==> src/rtl/rggen_irq_coalescer.sv <==
// Interrupt coalescer over a bank of event-set, register-cleared status bits.
// Define RGGEN_IRQ_COALESCER_PULSE_EN to add the o_irq_pulse output.
module rggen_irq_coalescer #(
  parameter int               WIDTH         = 1,
  parameter logic [WIDTH-1:0] INITIAL_VALUE = '0,
  parameter logic             CLEAR_VALUE   = 1'b1,
  parameter int               COUNT_WIDTH   = 8,
  parameter int               TIMER_WIDTH   = 16
) (
  input  logic                   clk,
  input  logic                   rst,
  input  logic [WIDTH-1:0]       i_event,
  input  logic [WIDTH-1:0]       i_enable,
  input  logic                   i_command_valid,
  input  logic                   i_select,
  input  logic                   i_write,
  input  logic [WIDTH-1:0]       i_write_data,
  input  logic [WIDTH-1:0]       i_write_mask,
  input  logic [COUNT_WIDTH-1:0] i_threshold,
  input  logic [TIMER_WIDTH-1:0] i_timeout,
  output logic [WIDTH-1:0]       o_status,
  output logic                   o_irq,
  output logic [COUNT_WIDTH-1:0] o_event_count
`ifdef RGGEN_IRQ_COALESCER_PULSE_EN
  ,
  output logic                   o_irq_pulse
`endif
);

  typedef enum logic [1:0] {
    IDLE   = 2'd0,
    ACCUM  = 2'd1,
    ASSERT = 2'd2
  } state_e;

  localparam logic [COUNT_WIDTH-1:0] COUNT_MAX = {COUNT_WIDTH{1'b1}};
  localparam logic [TIMER_WIDTH-1:0] TIMER_MAX = {TIMER_WIDTH{1'b1}};

  state_e                 state_q, state_d;
  logic [WIDTH-1:0]       status_q, status_d;
  logic [COUNT_WIDTH-1:0] count_q, count_d;
  logic [TIMER_WIDTH-1:0] timer_q, timer_d;
  logic                   irq_q;

  logic                   write_valid;
  logic [WIDTH-1:0]       clear_mask;
  logic                   qual;
  logic                   pending;
  logic [COUNT_WIDTH-1:0] thr_eff;
  logic [COUNT_WIDTH-1:0] count_step;
  logic [TIMER_WIDTH-1:0] timer_inc;

  assign write_valid = i_command_valid & i_select & i_write;
  // A bit clears when its write data matches CLEAR_VALUE; a same-cycle event still wins.
  assign clear_mask  = {WIDTH{write_valid}} & i_write_mask
                     & ~(i_write_data ^ {WIDTH{CLEAR_VALUE}});
  assign status_d    = i_event | (status_q & ~clear_mask);

  // pending looks at registered status so a clear only takes effect the cycle after it lands.
  assign qual    = |(i_event & i_enable);
  assign pending = |(status_q & i_enable);
  assign thr_eff = (i_threshold == '0) ? COUNT_WIDTH'(1) : i_threshold;

  assign count_step = (qual && count_q != COUNT_MAX) ? count_q + COUNT_WIDTH'(1) : count_q;
  assign timer_inc  = (timer_q != TIMER_MAX) ? timer_q + TIMER_WIDTH'(1) : timer_q;

  // NOTE: every output of this block gets a default first, so no path can infer a latch.
  always_comb begin
    state_d = state_q;
    count_d = count_q;
    timer_d = timer_q;
    unique case (state_q)
      IDLE: begin
        count_d = '0;
        timer_d = '0;
        if (qual) begin
          count_d = COUNT_WIDTH'(1);
          state_d = (thr_eff <= COUNT_WIDTH'(1)) ? ASSERT : ACCUM;
        end
      end
      ACCUM: begin
        count_d = count_step;
        timer_d = timer_inc;
        if (count_step >= thr_eff) begin
          state_d = ASSERT;
        end else if (i_timeout != '0 && timer_inc >= i_timeout) begin
          state_d = ASSERT;
        end else if (!pending && !qual) begin
          state_d = IDLE;
          count_d = '0;
          timer_d = '0;
        end
      end
      ASSERT: begin
        count_d = count_step;
        if (!pending && !qual) begin
          state_d = IDLE;
          count_d = '0;
          timer_d = '0;
        end
      end
      default: begin
        state_d = IDLE;
        count_d = '0;
        timer_d = '0;
      end
    endcase
  end

  // NOTE: state registers use non-blocking assignments so every flop samples pre-edge values.
  always_ff @(posedge clk) begin
    if (rst) begin
      state_q  <= IDLE;
      status_q <= INITIAL_VALUE;
      count_q  <= '0;
      timer_q  <= '0;
      irq_q    <= 1'b0;
    end else begin
      state_q  <= state_d;
      status_q <= status_d;
      count_q  <= count_d;
      timer_q  <= timer_d;
      irq_q    <= (state_d == ASSERT);
    end
  end

  assign o_status      = status_q;
  assign o_irq         = irq_q;
  assign o_event_count = count_q;

`ifdef RGGEN_IRQ_COALESCER_PULSE_EN
  logic pulse_q;

  always_ff @(posedge clk) begin
    if (rst) begin
      pulse_q <= 1'b0;
    end else begin
      pulse_q <= (state_d == ASSERT) && (state_q != ASSERT);
    end
  end

  assign o_irq_pulse = pulse_q;
`endif

endmodule
==> config.mk <==
export PLATFORM = sky130hd
export DESIGN_NAME = rggen_irq_coalescer
export DESIGN_NICKNAME = d
export VERILOG_FILES = /design/src/rtl/rggen_irq_coalescer.sv
export SDC_FILE = /design/constraint.sdc
export NUM_CORES = 1
export LEC_CHECK = 0
export ABC_AREA = 1
export CORE_MARGIN = 10
export CORE_UTILIZATION = 35
export DETAILED_ROUTE_END_ITERATION = 16
export PLACE_DENSITY_LB_ADDON = 0.08
export REMOVE_ABC_BUFFERS = 1
export SLEW_MARGIN = 25
export SYNTH_ARGS = -nofsm -noshare
export SYNTH_HDL_FRONTEND = slang
export SYNTH_SLANG_ARGS = --single-unit
==> constraint.sdc <==
create_clock -name clk -period 3.17 [get_ports clk]
set_input_delay 0.634 -clock clk [delete_from_list [all_inputs] [get_ports clk]]
set_output_delay 0.634 -clock clk [all_outputs]
set_load 0.005 [all_outputs]
==> flow_summary.yaml, run 1 <==
drt:
  drt_first_iter_violations: 54
  drtPass1Iterations: 4
  route.detailed.drc: 0
  routed_wl_um: 6310
  via_count: 2359
  drtAntennaViolNets: 0
  wl_per_cell_um: 12.6
  viasPerCell: 4.69
logic_synthesis:
  async_reset_ff_share_pct: 0
  syn_area_per_cell_um2: 6.56
  ys_ff_latch: 28
  netlist_area_mm2: 0.00242
  synth_top_cell_by_area: "dfxtp_1"
  synth_area_leaders: "dfxtp_1 23%, ha_1 13%, nand2_1 12%, inv_1 11%, nor2_1 5.1%"
  synth_top_area_share_pct: 23.2
  syn_inst: 369
  synthFlopType: "dfxtp_1"
  ys_types: 31
  ys_seq_area_share_pct: 23.2
  yosysWarnings: 0
  synth_edf_count: 0
worst_setup_path:
  worstPathMaxFanout: 8
  rr_startpoint: "o_event_count[0]"
  cp_data_required_time_ns: 3.35
  critPathKind: "input pin to register"
  cp_slowest_stage_delay_ns: 0.49
  start_kind: "input pin"
  cp_common_cell: "nand2_2"
  startpoint: "i_enable"
  end_kind: "register"
  cpMaxStageDelayCell: "clkdlybuf4s50_1"
  critPathArrivalTime_ns: 3.18
  path_cells: "clkdlybuf4s50_1, nand2_2, inv_2, nand2_2, buf_4, nor2_1, nand3_1, xor2_1, ha_1, nand2_1, nor2_2, nand4_1, nand3_2, nor2_1, nand2_2, nand2_1, nand2_2, nand2_4, nor2_1"
global_route:
  grt_pass1_vias: 2224
  grt_overflow: 0
  antenna_found_initial: 0
  grt_pass1_wl_um: 10200
  grt_max_degree: 18
  grt_use_total_pct: 11.9
floorplanning:
  fp.dieW_um: 103
  die_y_um: 103
  fp-row-count: 30
  die_area_mm2: 0.0106
  start_util_pct: 35.8
  core_mm2: 0.00676
  ios: 43
job:
  drv_cap: 0
final_layout:
  diodes: 0
  final_cell_mix: "71 x nand2_1, 68 x inv_1, 41 x clkdlybuf4s50_1"
  area_growth_pct: 31.2
  fin_nets: 483
  fillers: 705
  utilization_pct: 47.0
  final_common_cell: "nand2_1"
  drive_gt1_share_pct: 17.5
  seqCellArea_um2: 563
  multi_input_area_mm2: 0.00163
timing:
  fin_crit_ns: 3.01
  skew_ns: 0.00590
  hold_viol_final: 0
  maxSlewHeadroom_pct: 56.3
  setup_viol: 0
  fin_crit_sh_pct: 94.8
  fmax_mhz: 333
  drv_slew: 0
  tightest_slew_ns: 0.652
clocking:
  postCtsHoldBufs: 0
  clk_pin_slew_ns: 0.10
  cts_tree: "yes"
  root_buffer: "clkbuf_8"
  cts_buffer_depth: 2
  numCtsBuffers: 3
  htree_levels: 1
  clk_latency_ns: 0.28
  cts_sinks: 28
place:
  dp_hpwl_um: 5120
  numPortBuffers: 42
  gp_congestion: 0.868
run_status:
  outcome: "completed"
min_path:
  hold_path_class: "register to register"
  hp-start: "timer_q[0]"
pwr:
  cellLeakagePower_uw: 0.00148
  total_power_uw: 703
  ir_worst_vdd_mv: 0.124
  powerDensity_mw_per_mm2: 221
logic make-up after synthesis:
logic type / share of synthesized area, %
fa+ha+maj: 13.4
xor+xnor: 5.43
flops: 23.2
buf+inv: 13.5
compound gates: 10.1
simple gates: 34.3
path summary, 6_finish.rpt:
check | endpoint | slack (ns) | cells past startpoint
worst max-delay path | o_event_count[7] | 0.16 | 19
worst min-delay path | timer_q[0] | 0.50 | 2
worst max register to register | o_event_count[7] | 0.20 | 20
worst min register to register | timer_q[0] | 0.50 | 2
final cells by class:
type / instances / share of cell area (%)
Inverter: 73 / 8.74
Timing Repair Buffer: 58 / 17.3
Multi-Input combinational cell: 260 / 51.3
Tap cell: 80 / 3.15
Sequential cell: 28 / 17.7
Clock buffer: 4 / 1.73
metal layers:
metal,up-vias,track usage (%),wire length [um]
li1,1279,-,-
met1,1053,15.9,3160
met2,23,19.4,2900
met3,4,2.33,198
met4,0,2.57,48
met5,-,0,0
per-stage QoR:
stage               setup TNS (ns)  hold WS (ns)  area (um2)  setup WS [ns]  cells
global placement             -3.89         0.491        3000         -0.199    498
global route                -0.284         0.521        3180        -0.0505    503
detailed placement           -5.78         0.499        3000         -0.279    498
floorplan                        0         0.466        2370          0.334    361
CTS                              0         0.515        3060         0.0170    502
finish                           0         0.501        3180          0.165    503
synth_stat cells (3+ instances only):
master   number
nand2_1      75
inv_1        70
nor2_1       33
dfxtp_1      28
ha_1         26
a21oi_1      24
nand3_1      21
nand2_2      13
nand4_1      12
xor2_1       12
o21ai_0      11
nand3_2       7
a21oi_2       6
nor3_1        4
buf_2         3
buf_4         3
nor4_1        3
xnor2_1       3
timing repair:
action                                  in CTS  in global routing
gates resized for setup                      0                 28
endpoints found under the setup margin       0                 27
setup buffers                                0                  1
critical path: cells and delay by family:
kind / cells / cell delay (ns)
and+or+nand+nor: 14 / 1.28
buffers and inverters: 3 / 0.72
adders and majority gates: 1 / 0.28
xor gates and xnor gates: 1 / 0.27
where the power goes:
part           internal [uW]  total, uW  switching (uW)
clock                    111        225             113
sequential               354        356            2.33
combinational           64.7        122            57.7
flip-flops by register name, indices dropped and copies added, names as in the netlist:
signal,cells
timer_q,16
o_event_count,8
state_q,2
o_irq,1
o_status,1
(Power assumes the default switching activity.)
==> inputs of run 2 (changes only) <==
--- a/config.mk
+++ b/config.mk
@@ -11,6 +11,7 @@
 export DETAILED_ROUTE_END_ITERATION = 16
 export PLACE_DENSITY_LB_ADDON = 0.08
 export REMOVE_ABC_BUFFERS = 1
+export SKIP_CTS_REPAIR_TIMING = 1
 export SLEW_MARGIN = 25
 export SYNTH_ARGS = -nofsm -noshare
 export SYNTH_HDL_FRONTEND = slang
==> results of run 2 <==
Same layout as run 1: the final DEF is identical, and so are final timing and power.
